File: src/rtl/beat_sequencer.sv
`default_nettype none
// ============================================================================
// Module   : beat_sequencer
// Purpose  : Turns the blackout/halver waveforms into the four-beat cycle
//            SCAN1 -> ACTION1 -> SCAN2 -> ACTION2 with stop/run control,
//            per-beat digit counting and sticky phase/length error flags.
//            Optional single-step support: BEAT_SEQUENCER_SINGLE_STEP_EN.
// Revision : 1.0 - initial release
// ============================================================================
module beat_sequencer #(
  parameter int LINE_LENGTH = 32,
  parameter int IDX_W       = $clog2(LINE_LENGTH + 1)
) (
  input  logic             w_CLK,
  input  logic             w_RST_N,
  input  logic             w_BO_WF,
  input  logic             w_HA_WF,
  input  logic             w_DIGIT,
  input  logic             w_RUN,
  input  logic             w_STOP_REQ,
  input  logic             w_ERR_CLR,
`ifdef BEAT_SEQUENCER_SINGLE_STEP_EN
  input  logic             w_KSP,
`endif
  output logic [1:0]       w_BEAT,
  output logic             w_BEAT_START,
  output logic             w_CI_INC,
  output logic             w_FETCH,
  output logic             w_EXEC,
  output logic             w_STOPPED,
  output logic [IDX_W-1:0] w_DIGIT_IDX,
  output logic             w_SYNC_ERR,
  output logic             w_LEN_ERR
);

  typedef enum logic [0:0] {
    ST_STOPPED = 1'b0,
    ST_RUNNING = 1'b1
  } state_e;

  localparam logic [IDX_W-1:0] C_FULL = IDX_W'(LINE_LENGTH);

  // Synchronisers, edge registers and registered beat start/end events
  logic bo_s1_q, bo_s2_q, bo_e_q;
  logic ha_s1_q, ha_s2_q, ha_e_q;
  logic run_s1_q, run_s2_q;
  logic start_q, end_q;

  state_e           state_q, state_d;
  logic [1:0]       beat_q, beat_d;
  logic             bstart_q;
  logic             ci_q, ci_d;
  logic             stop_q, stop_d;
  logic [IDX_W-1:0] cnt_q, cnt_d;
  logic             sync_err_q, sync_err_d;
  logic             len_err_q, len_err_d;
  logic             sync_set;
  logic             go;
  logic             stop_cond;
  logic [1:0]       nxt_beat;
`ifdef BEAT_SEQUENCER_SINGLE_STEP_EN
  logic             armed_q, armed_d;
  logic             step_q, step_d;
`endif

  // Resynchronise the asynchronous waveforms and run switch; edges of the
  // synchronised blackout are captured as registered one-cycle events.
  always_ff @(posedge w_CLK or negedge w_RST_N) begin
    if (!w_RST_N) begin
      bo_s1_q  <= 1'b1;
      bo_s2_q  <= 1'b1;
      bo_e_q   <= 1'b1;
      ha_s1_q  <= 1'b0;
      ha_s2_q  <= 1'b0;
      ha_e_q   <= 1'b0;
      run_s1_q <= 1'b0;
      run_s2_q <= 1'b0;
      start_q  <= 1'b0;
      end_q    <= 1'b0;
    end else begin
      bo_s1_q  <= w_BO_WF;
      bo_s2_q  <= bo_s1_q;
      bo_e_q   <= bo_s2_q;
      ha_s1_q  <= w_HA_WF;
      ha_s2_q  <= ha_s1_q;
      ha_e_q   <= ha_s2_q;
      run_s1_q <= w_RUN;
      run_s2_q <= run_s1_q;
      start_q  <= bo_e_q & ~bo_s2_q;
      end_q    <= ~bo_e_q & bo_s2_q;
    end
  end

  // Beat/run state machine, stop latch, digit counter and sticky errors
  always_ff @(posedge w_CLK or negedge w_RST_N) begin
    if (!w_RST_N) begin
      state_q    <= ST_STOPPED;
      beat_q     <= 2'd0;
      bstart_q   <= 1'b0;
      ci_q       <= 1'b0;
      stop_q     <= 1'b0;
      cnt_q      <= '0;
      sync_err_q <= 1'b0;
      len_err_q  <= 1'b0;
`ifdef BEAT_SEQUENCER_SINGLE_STEP_EN
      armed_q    <= 1'b0;
      step_q     <= 1'b0;
`endif
    end else begin
      state_q    <= state_d;
      beat_q     <= beat_d;
      bstart_q   <= start_q;
      ci_q       <= ci_d;
      stop_q     <= stop_d;
      cnt_q      <= cnt_d;
      sync_err_q <= sync_err_d;
      len_err_q  <= len_err_d;
`ifdef BEAT_SEQUENCER_SINGLE_STEP_EN
      armed_q    <= armed_d;
      step_q     <= step_d;
`endif
    end
  end

  // Next-state logic: beat advance, start/stop decisions and phase check
  always_comb begin
    state_d   = state_q;
    beat_d    = beat_q;
    ci_d      = 1'b0;
    sync_set  = 1'b0;
    nxt_beat  = beat_q + 2'd1;
    // A stop request in the same cycle as the deciding beat start counts.
    stop_cond = stop_q | w_STOP_REQ | ~run_s2_q;
    go        = run_s2_q & ~stop_q & ~w_STOP_REQ;
`ifdef BEAT_SEQUENCER_SINGLE_STEP_EN
    armed_d   = armed_q | (w_KSP & (state_q == ST_STOPPED));
    step_d    = step_q;
    go        = go | armed_q;
    stop_cond = stop_cond | step_q;
`endif
    if (start_q) begin
      case (state_q)
        ST_STOPPED: begin
          beat_d = 2'd0;
          // Only a scan beat (halver low) may begin an instruction.
          if (!ha_e_q && go) begin
            state_d = ST_RUNNING;
            ci_d    = 1'b1;
`ifdef BEAT_SEQUENCER_SINGLE_STEP_EN
            step_d  = armed_q;
            armed_d = 1'b0;
`endif
          end
        end
        default: begin
          if (beat_q == 2'd3 && stop_cond) begin
            state_d = ST_STOPPED;
            beat_d  = 2'd0;
`ifdef BEAT_SEQUENCER_SINGLE_STEP_EN
            step_d  = 1'b0;
`endif
          end else if (ha_e_q != nxt_beat[0]) begin
            // Realign to the halver; a forced beat never increments CI.
            sync_set = 1'b1;
            beat_d   = {1'b0, ha_e_q};
          end else begin
            beat_d = nxt_beat;
            ci_d   = (nxt_beat == 2'd0);
          end
        end
      endcase
    end
  end

  // Stop latch, digit counter and sticky error flags (set beats clear)
  always_comb begin
    stop_d = (stop_q & run_s2_q) | w_STOP_REQ;
    cnt_d  = cnt_q;
    if (start_q) begin
      cnt_d = w_DIGIT ? IDX_W'(1) : '0;
    end else if (w_DIGIT && cnt_q != C_FULL) begin
      cnt_d = cnt_q + IDX_W'(1);
    end
    sync_err_d = sync_set | (sync_err_q & ~w_ERR_CLR);
    len_err_d  = (end_q && cnt_q != C_FULL) | (len_err_q & ~w_ERR_CLR);
  end

  assign w_BEAT       = beat_q;
  assign w_BEAT_START = bstart_q;
  assign w_CI_INC     = ci_q;
  assign w_FETCH      = (state_q == ST_RUNNING) && (beat_q == 2'd1);
  assign w_EXEC       = (state_q == ST_RUNNING) && (beat_q == 2'd3);
  assign w_STOPPED    = (state_q == ST_STOPPED);
  assign w_DIGIT_IDX  = cnt_q;
  assign w_SYNC_ERR   = sync_err_q;
  assign w_LEN_ERR    = len_err_q;

endmodule
`default_nettype wire

File: config.mk
export PLATFORM = sky130hd
export DESIGN_NAME = beat_sequencer
export DESIGN_NICKNAME = d
export VERILOG_FILES = /design/src/rtl/beat_sequencer.sv
export SDC_FILE = /design/constraint.sdc
export NUM_CORES = 1
export LEC_CHECK = 0
export CAP_MARGIN = 5
export CORE_MARGIN = 2
export CORE_UTILIZATION = 48
export CTS_CLUSTER_DIAMETER = 40
export CTS_CLUSTER_SIZE = 40
export DETAILED_ROUTE_END_ITERATION = 12
export GPL_TIMING_DRIVEN = 0
export PLACE_DENSITY = 0.8
export SLEW_MARGIN = 10
export SYNTH_ARGS = -nofsm -noshare
export SYNTH_HDL_FRONTEND = slang
export SYNTH_SLANG_ARGS = --single-unit
File: constraint.sdc
create_clock -name w_CLK -period 1.5 [get_ports w_CLK]
set_input_delay 0.3 -clock w_CLK [delete_from_list [all_inputs] [get_ports w_CLK]]
set_output_delay 0.3 -clock w_CLK [all_outputs]
set_load 0.05 [all_outputs]
==> results of run 1 <==
[where the power goes]
part           switching (mW)  total [mW]  leakage (nW)  internal (mW)
Clock                   0.195       0.465        0.0279          0.270
Sequential              0.134       0.888         0.288          0.754
Combinational           0.646        1.06         0.332          0.410
Total                   0.975        2.41         0.648           1.43
[worst max-delay path, stage by stage, from the launching register on]
cell     delay (ps)
dfrtp_2         490
ha_4            180
and2_4          150
buf_8           140
[final timing paths]
check                          start             end  cells after the start
max                        w_BEAT[0]         w_FETCH                      3
min                          w_DIGIT  w_DIGIT_IDX[0]                      3
max reg2reg                   stop_q       w_BEAT[1]                      3
min reg2reg                  bo_s1_q         bo_s2_q                      0
max in group asynchronous    w_RST_N  w_DIGIT_IDX[0]                      1
min in group asynchronous    w_RST_N         state_q                      1
[cell type report]
| class | instances | share of cell area (%) |
|---|---|---|
| sequential | 24 | 43.9 |
| clock buffer | 3 | 1.62 |
| inverter | 10 | 2.71 |
| timing repair buffer | 25 | 15.2 |
| multi-input combinational | 51 | 31.2 |
| tap | 27 | 2.43 |
| buffer | 2 | 0.721 |
| clock inverter | 1 | 2.16 |
[layout by cell type (no fill, tap or decap), types with 3 or more instances in the layout]
master / instances
ha_1: 3
clkdlybuf4s15_2: 3
dfstp_2: 3
clkbuf_4: 3
inv_2: 3
ha_4: 3
clkbuf_2: 4
dfrtp_2: 4
dfrtp_1: 17
buf_4: 5
nand2_1: 5
clkdlybuf4s50_1: 6
a21oi_1: 3
nand3_1: 3
buf_2: 6
nor2_1: 4
inv_1: 7
[metal layers]
layer	routed length, um	share of wire, %
met5	0	0
met4	19	0.96
met3	83	4.2
met2	1020	51
met1	862	43
[cells by family (layout without fill, tap and decap cells)]
kind of cell             count (synthesis)  after routing  synth area share (%)
adder cells (fa/ha/maj)                  6              6                  7.28
AND/OR/NAND/NOR                         27             27                  15.2
XOR/XNOR                                 2              2                  1.70
flip-flops                              24             24                  58.6
buffers and inverters                   12             41                  4.49
AO/OA/AOI/OAI                           16             16                  12.7
[timing repair]
item	CTS	global route
endpoints found under the setup margin	16	13
pin swaps	1	3
gates resized for setup	62	17
setup buffers	1	3
==> run_results.csv, run 1 <==
group,metric,value,unit
place,dpl-instance-area,0.00129,mm^2
timing,fin_skew,5.01,ps
place,io_buffers,21,
clock_network,cts_made_buffers,3,
synthesis,yosys-top-cells-count,"21 x dfrtp_1, 10 x inv_1, 6 x ha_1",
drt,num_vias,761,
synthesis,synth_top_area_share,51.0,%
drt,wl_per_cell,13.9,um
flow_run,cap_violations,0,
run_status,violations,"negative setup slack",
drt,drc,0,
floorplanning,core_area,0.00200,mm^2
critical_path,required,1200,ps
synthesis,synth_most_common_cell,"dfrtp_1",
drt,dr.first_iter.drc_count,10,
synthesis,synth-edff-count,0,
floorplanning,start_util,51.5,%
floorplanning,io_pins,23,
finish,seq_area,609,um^2
clock_network,cts_buffer_depth,2,
clock_network,clk_pin_slew,130,ps
global_routing,antenna_found_initial,0,
power,power,2.41,mW
global_routing,busiest_layer,"met2",
finish,multi_input_area,433,um^2
clock_network,htree_num_levels,1,
hold_path,min_path_type,"input pin to flip-flop",
clock_network,cts_hold_buf,0,
drt,finalWirelength,1980,um
floorplanning,die_w,50.3,um
drt,drtPass1Iterations,4,
place,gp_congestion,0.830,
global_routing,grt_max_degree,25,
drt,avgViaCountPerCell,5.32,
place,dp_hpwl,1320,um
critical_path,critPathMaxFanout,5,
timing,slew_headroom,32.5,%
global_routing,grt_use_total,17.3,%
synthesis,synth.largest_area_cell,"dfrtp_1",
timing,fmax,634,MHz
run_status,outcome,"complete, but fails checks",
synthesis,syn-num-nets,101,
synthesis,yosys-top-cells-area,"dfrtp_1 51%, dfstp_2 7.6%, ha_1 7.3%",
timing,drv_slew,0,
synthesis,netlist_instances,87,
timing,fin_ws,-76.2,ps
finish,area_growth,34.6,%
place,dp.cells,135,
timing,rsz0062_at_grt,"yes",
clock_network,clk_latency,310,ps
finish,largest_register_ffs,6,
critical_path,worstSetupPathType,"flip-flop to primary output",
timing,setup_violations,2,
timing,timing.final.crit_share,105,%
floorplanning,die_h,50.3,um
critical_path,worst_ep_arrival_time,1280,ps
finish,fin_nets,131,
synthesis,syn_avg_cell_area,11.9,um^2
floorplanning,rows,16,
critical_path,r2r_slack,60,ps
floorplanning,dieArea,0.00253,mm^2
synthesis,synth_cell_types,30,
power,ir_worst_vdd,0.927,mV
global_routing,gr-usage-met2,26.5,%
global_routing,grt_pass1_vias,735,
timing,tns,-148,ps
clock_network,cts-root-buf,"clkbuf_4",
finish,antenna_cells,0,
synthesis,synth-seq-area-share,58.6,%
critical_path,cp-start-kind,"flip-flop",
global_routing,use_met3,4.17,%
clock_network,cts_tree,"yes",
finish,final_util,69.3,%
finish,design_area,0.00139,mm^2
global_routing,grt-ovfl-total,0,
drt,final_antenna_net_count,0,
global_routing,grt_pass1_wl,3310,um
place,post-place-ws,-364,ps
synthesis,ys_ff_latch,24,
timing,tightest_slew,1010,ps
synthesis,synthesis.area,0.00103,mm^2
finish,fillerInstances,159,
finish,final_cell_count_no_fill,143,
synthesis,synth_ff_type,"dfrtp_1",
critical_path,crit_path_end_kind,"primary output",
clock_network,cts_sinks,24,
finish,layout-drive-gt1-share,37.9,%
synthesis,ys.warnings.count,0,
timing,hold_viol_final,0,
synthesis,async_flop_share,100,%
global_routing,use_met1,23.9,%
power,p_leak,0.648,nW
power,power.density,1740,mW/mm^2
timing,final.min_clock_period,1580,ps
timing,timing.hold.ws,316,ps
Note: power is estimated with default switching activity, not from simulation.
==> run 2: changes to the inputs <==
--- a/config.mk
+++ b/config.mk
@@ -6,7 +6,6 @@
 export NUM_CORES = 1
 export LEC_CHECK = 0
 export CAP_MARGIN = 5
-export CORE_MARGIN = 2
 export CORE_UTILIZATION = 48
 export CTS_CLUSTER_DIAMETER = 40
 export CTS_CLUSTER_SIZE = 40
==> run 2 against run 1 <==
The flow still finishes with violations (negative setup slack); design area shrank 1.3%; via count down 0.92%; clock skew fell by 2.0 ps; critical path depth is the same; sequential share of layout area rose by 0.56 points; largest cell class unchanged.
==> run_results.csv, run 2 (synthesis results as in run 1) <==
group,metric,value,unit
run_status,outcome,"complete, but fails checks",
run_status,violations,"negative setup slack",
place,post-place-ws,-363,ps
drt,avgViaCountPerCell,5.24,
place,dp_hpwl,1450,um
flow_run,cap_violations,0,
hold_path,whs_path_depth,3,
finish,final_common_cell,"dfrtp_1",
power,power,2.25,mW
timing,timing.hold.ws,326,ps
timing,fin_ws,-47.2,ps
critical_path,critPathTopFamily,"flip-flops",
timing,final.min_clock_period,1550,ps
clock_network,htree_num_levels,1,
critical_path,worst_ep_arrival_time,1250,ps
global_routing,grt-ovfl-total,0,
floorplanning,die_h,48.3,um
hold_path,min_path_type,"input pin to flip-flop",
clock_network,cts_buffer_depth,2,
timing,fin_skew,2.99,ps
finish,final_cell_count_no_fill,144,
critical_path,cp-start-kind,"flip-flop",
global_routing,grt_use_total,19.8,%
global_routing,grt_max_degree,25,
critical_path,required,1200,ps
critical_path,worstSetupPathType,"flip-flop to primary output",
clock_network,cts_sinks,24,
drt,wl_met1,918,um
critical_path,crit_buf_inv,1,
finish,fillerInstances,134,
finish,fin_nets,132,
floorplanning,dieArea,0.00234,mm^2
clock_network,cts_tree,"yes",
timing,hold_viol_final,0,
finish,largest_register_ffs,6,
power,power.density,1640,mW/mm^2
clock_network,clk_pin_slew,120,ps
place,gp_congestion,0.823,
critical_path,slowest_stage,"dfrtp_2",
global_routing,antenna_found_initial,0,
finish,layout_common_cells,"17 x dfrtp_1, 7 x inv_1, 7 x buf_2",
floorplanning,rows,16,
global_routing,grt_pass1_wl,3530,um
clock_network,cts_hold_buf,0,
floorplanning,core_area,0.00198,mm^2
critical_path,reg2reg_depth,3,
finish,antenna_cells,0,
timing,slew_headroom,34.5,%
timing,rsz0062_at_grt,"yes",
place,dp.cells,135,
critical_path,crit_chain,"ha_4 -> and2_4 -> buf_8",
power,p_leak,0.642,nW
drt,drtPass1Iterations,4,
drt,num_vias,754,
timing,timing.final.crit_share,103,%
drt,final_antenna_net_count,0,
drt,highest_layer,"met4",
drt,wl_met2,1030,um
timing,tightest_slew,979,ps
critical_path,max_stage_delay,480,ps
timing,fmax,646,MHz
global_routing,grt_pass1_vias,753,
floorplanning,die_w,48.3,um
timing,setup_violations,2,
drt,finalWirelength,2020,um
drt,drc,0,
clock_network,cts-root-buf,"clkbuf_4",
critical_path,critPathMaxFanout,4,
power,ir_worst_vdd,1.01,mV
clock_network,cts_made_buffers,3,
clock_network,clk_latency,300,ps
critical_path,crit_path_end_kind,"primary output",
timing,drv_slew,0,
critical_path,cp.depth,3,
drt,wl_met3,47,um
drt,wl_per_cell,14.0,um
finish,layout-drive-gt1-share,36.8,%
finish,final_util,69.1,%
drt,dr.first_iter.drc_count,8,
finish,area_growth,32.9,%
place,io_buffers,21,
floorplanning,io_pins,23,
floorplanning,start_util,52.0,%
## run 2: cell types whose count changed in the layout (fill, tap and decap cells not counted), sizes merged
| cell | delta |
|---|---|
| buf | +1 |
| bufinv | -1 |
| clkdlybuf4s15 | +1 |
## run 2: final cells by class
cell class,instances,area [um^2],area share (%)
flip-flops and latches,24,609,44.5
multi-input cells,51,432,31.5
repair buffers,26,221,16.2
inverters,10,37.5,2.74
well taps,27,33.8,2.47
clock buffers,4,26.3,1.92
plain buffers,2,10.0,0.731
## run 2: repair_timing
action,CTS,global route
resized for setup,54,22
gates cloned,0,0
pin swaps,1,1
setup buffers,0,5
setup endpoints to repair,16,12
## run 2: path summary, 6_finish.rpt
check / from / end / slack (ps)
setup / recovery: w_BEAT[0] / w_EXEC / -50
hold / removal: w_DIGIT / w_DIGIT_IDX[0] / 330
setup reg to reg: stop_q / w_BEAT[1] / 40
hold reg to reg: bo_s1_q / bo_s2_q / 370
max in group asynchronous: w_RST_N / w_BEAT[1] / 320
min in group asynchronous: w_RST_N / w_CI_INC / 520
## run 2: where the power goes
group          leakage [nW]  internal [mW]  switching, mW
sequential            0.288          0.754          0.137
combinational         0.338          0.428          0.649
clock                0.0150          0.104          0.178
## run 2: worst register-to-register path: stages, from the launching register on
cell,delay (ps)
dfrtp_1,400
or3b_4,410
a211o_2,340
o32ai_2,220
## run 2: metal layers
metal | track usage [%] | vias to the layer above
li1 | - | 365
met1 | 24.8 | 369
met2 | 33.3 | 16
met3 | 3.14 | 4
met4 | 10.3 | 0
met5 | 0 | -
## run 2: per-stage QoR
| step | setup TNS (ps) | instance area (um^2) |
|---|---|---|
| detailed placement | -3280 | 1290 |
| finish | -91.9 | 1370 |
| global placement | -3410 | 1290 |
| global route | -203 | 1370 |
| CTS | -185 | 1330 |
| floorplan | 0 | 1050 |
==> run 3: changes to the inputs <==
--- a/config.mk
+++ b/config.mk
@@ -7,11 +7,12 @@
 export LEC_CHECK = 0
 export CAP_MARGIN = 5
 export CORE_UTILIZATION = 48
-export CTS_CLUSTER_DIAMETER = 40
+export CTS_CLUSTER_DIAMETER = 100
 export CTS_CLUSTER_SIZE = 40
 export DETAILED_ROUTE_END_ITERATION = 12
 export GPL_TIMING_DRIVEN = 0
 export PLACE_DENSITY = 0.8
+export RECOVER_POWER = 50
 export SLEW_MARGIN = 10
 export SYNTH_ARGS = -nofsm -noshare
 export SYNTH_HDL_FRONTEND = slang
==> run 3 against run 2 <==
Register-to-register slack is essentially flat; design area decreased by 0.55%; non-clock buffer count stayed put; the flow still finishes with violations (negative setup slack); sequential share of layout area is 0.24 points higher; worst setup slack improved by 2.4 ps; utilization is 0.38 points lower.
==> run_results.csv, run 3 (synthesis results as in run 1) <==
group,metric,value,unit
timing,final.min_clock_period,1540,ps
floorplanning,io_pins,23,
floorplanning,dieArea,0.00234,mm^2
finish,fin_nets,132,
finish,final_cell_count_no_fill,144,
timing,tightest_slew,989,ps
clock_network,clk_latency,300,ps
critical_path,crit_path_end_kind,"primary output",
critical_path,crit_chain,"inv_2 -> ha_4 -> and2_4 -> buf_8",
drt,final_antenna_net_count,0,
drt,wl_per_cell,14.0,um
flow_run,cap_violations,0,
critical_path,crit_buf_inv,2,
critical_path,r2r_slack,40,ps
global_routing,grt_pass1_wl,3530,um
drt,drtPass1Iterations,4,
critical_path,critPathMaxFanout,3,
critical_path,max_stage_delay,460,ps
timing,fin_skew,1.10,ps
finish,layout-drive-gt1-share,35.0,%
drt,avgViaCountPerCell,5.23,
timing,setup_violations,2,
timing,rsz0062_at_grt,"yes",
global_routing,grt_use_total,19.8,%
global_routing,grt_max_degree,25,
floorplanning,start_util,52.0,%
drt,num_vias,753,
hold_path,whs_path_depth,3,
clock_network,cts_tree,"yes",
critical_path,r2r-start,"stop_q",
hold_path,hold_path_end,"w_DIGIT_IDX[0]",
timing,drv_slew,0,
clock_network,cts_made_buffers,3,
global_routing,grt_pass1_vias,753,
drt,dr.first_iter.drc_count,7,
hold_path,min_path_type,"input pin to flip-flop",
finish,layout_common_cells,"17 x dfrtp_1, 7 x inv_1, 7 x buf_2",
power,ir_worst_vdd,1.01,mV
clock_network,cts_sinks,24,
timing,timing.final.crit_share,103,%
finish,area_growth,32.2,%
critical_path,worstSetupPathType,"flip-flop to primary output",
critical_path,rr_endpoint,"w_BEAT[1]",
floorplanning,die_h,48.3,um
drt,finalWirelength,2020,um
clock_network,htree_num_levels,1,
critical_path,critPathTopFamily,"flip-flops",
floorplanning,die_w,48.3,um
clock_network,cts_buffer_depth,2,
timing,fin_ws,-44.8,ps
run_status,outcome,"complete, but fails checks",
place,io_buffers,21,
timing,tns,-89.6,ps
drt,drc,0,
timing,hold_viol_final,0,
place,post-place-ws,-363,ps
place,gp_congestion,0.823,
finish,antenna_cells,0,
finish,largest_register_ffs,6,
critical_path,cp-start-kind,"flip-flop",
hold_path,min_from,"w_DIGIT",
run_status,violations,"negative setup slack",
clock_network,cts-root-buf,"clkbuf_4",
floorplanning,core_area,0.00198,mm^2
critical_path,slowest_stage,"dfrtp_2",
place,dp_hpwl,1450,um
power,power.density,1640,mW/mm^2
clock_network,clk_pin_slew,120,ps
global_routing,grt-ovfl-total,0,
finish,final_common_cell,"dfrtp_1",
critical_path,required,1200,ps
timing,fmax,647,MHz
floorplanning,rows,16,
power,p_leak,0.635,nW
critical_path,worst_ep_arrival_time,1240,ps
critical_path,reg2reg_depth,3,
finish,fillerInstances,136,
timing,slew_headroom,33.8,%
global_routing,antenna_found_initial,0,
place,dp.cells,135,
[run 3: report_power, final]
group          leakage, nW  total, mW  switching [mW]  internal (mW)
Sequential           0.288      0.885           0.132          0.754
Clock               0.0150      0.280           0.177          0.104
Combinational        0.332       1.07           0.650          0.417
Total                0.635       2.23           0.958           1.27
[run 3: cell type report]
type                       instances  area (um^2)  area share [%]
buffer                             2         8.76           0.643
clock buffer                       4         26.3            1.93
inverter                          10         37.5            2.75
multi-input combinational         51          425            31.2
sequential                        24          609            44.7
tap                               27         33.8            2.48
timing repair buffer              26          221            16.3
[run 3: how the worst max path moves through the flow]
stage / startpoint / to / cells past startpoint / slack [ps]
after floorplan: w_DIGIT_IDX[2] / w_DIGIT_IDX[1] / 3 / 6
after global placement: w_BEAT[0] / w_EXEC / 3 / -320
after detailed placement: w_STOP_REQ / w_BEAT[1] / 4 / -360
after CTS: w_BEAT[0] / w_EXEC / 3 / -120
after global routing: w_BEAT[0] / w_EXEC / 3 / -100
final: w_BEAT[1] / w_FETCH / 4 / -40
[run 3: tightest hold or removal path: cells and delay by family]
kind | cells | cell delay [ps]
AO/OA/AOI/OAI | 1 | 50
buffers and inverters | 1 | 150
AND/OR/NAND/NOR | 1 | 110
[run 3: timing repair]
action,CTS,global route
gates resized for setup,54,22
endpoints found under the setup margin,16,12
pin swaps,1,1
setup buffers,0,5
hold buffers,0,0
[run 3: per-stage QoR]
stage	hold slack (ps)	power (mW)	utilization [%]	cell area [um^2]
after floorplan	4.41	1.54	-	1050
after global placement	332	1.83	65.3	1290
after detailed placement	338	1.86	65.3	1290
after CTS	313	2.13	67.2	1330
after global routing	327	2.37	68.8	1360
final	329	2.23	68.8	1360
[run 3: routing by layer]
metal | wire length, um | vias to the layer above | GRT usage, %
met5 | 0 | - | 0
met4 | 28 | 0 | 10.3
met3 | 36 | 4 | 3.14
met2 | 1040 | 12 | 33.3
met1 | 920 | 369 | 24.8
li1 | - | 368 | -
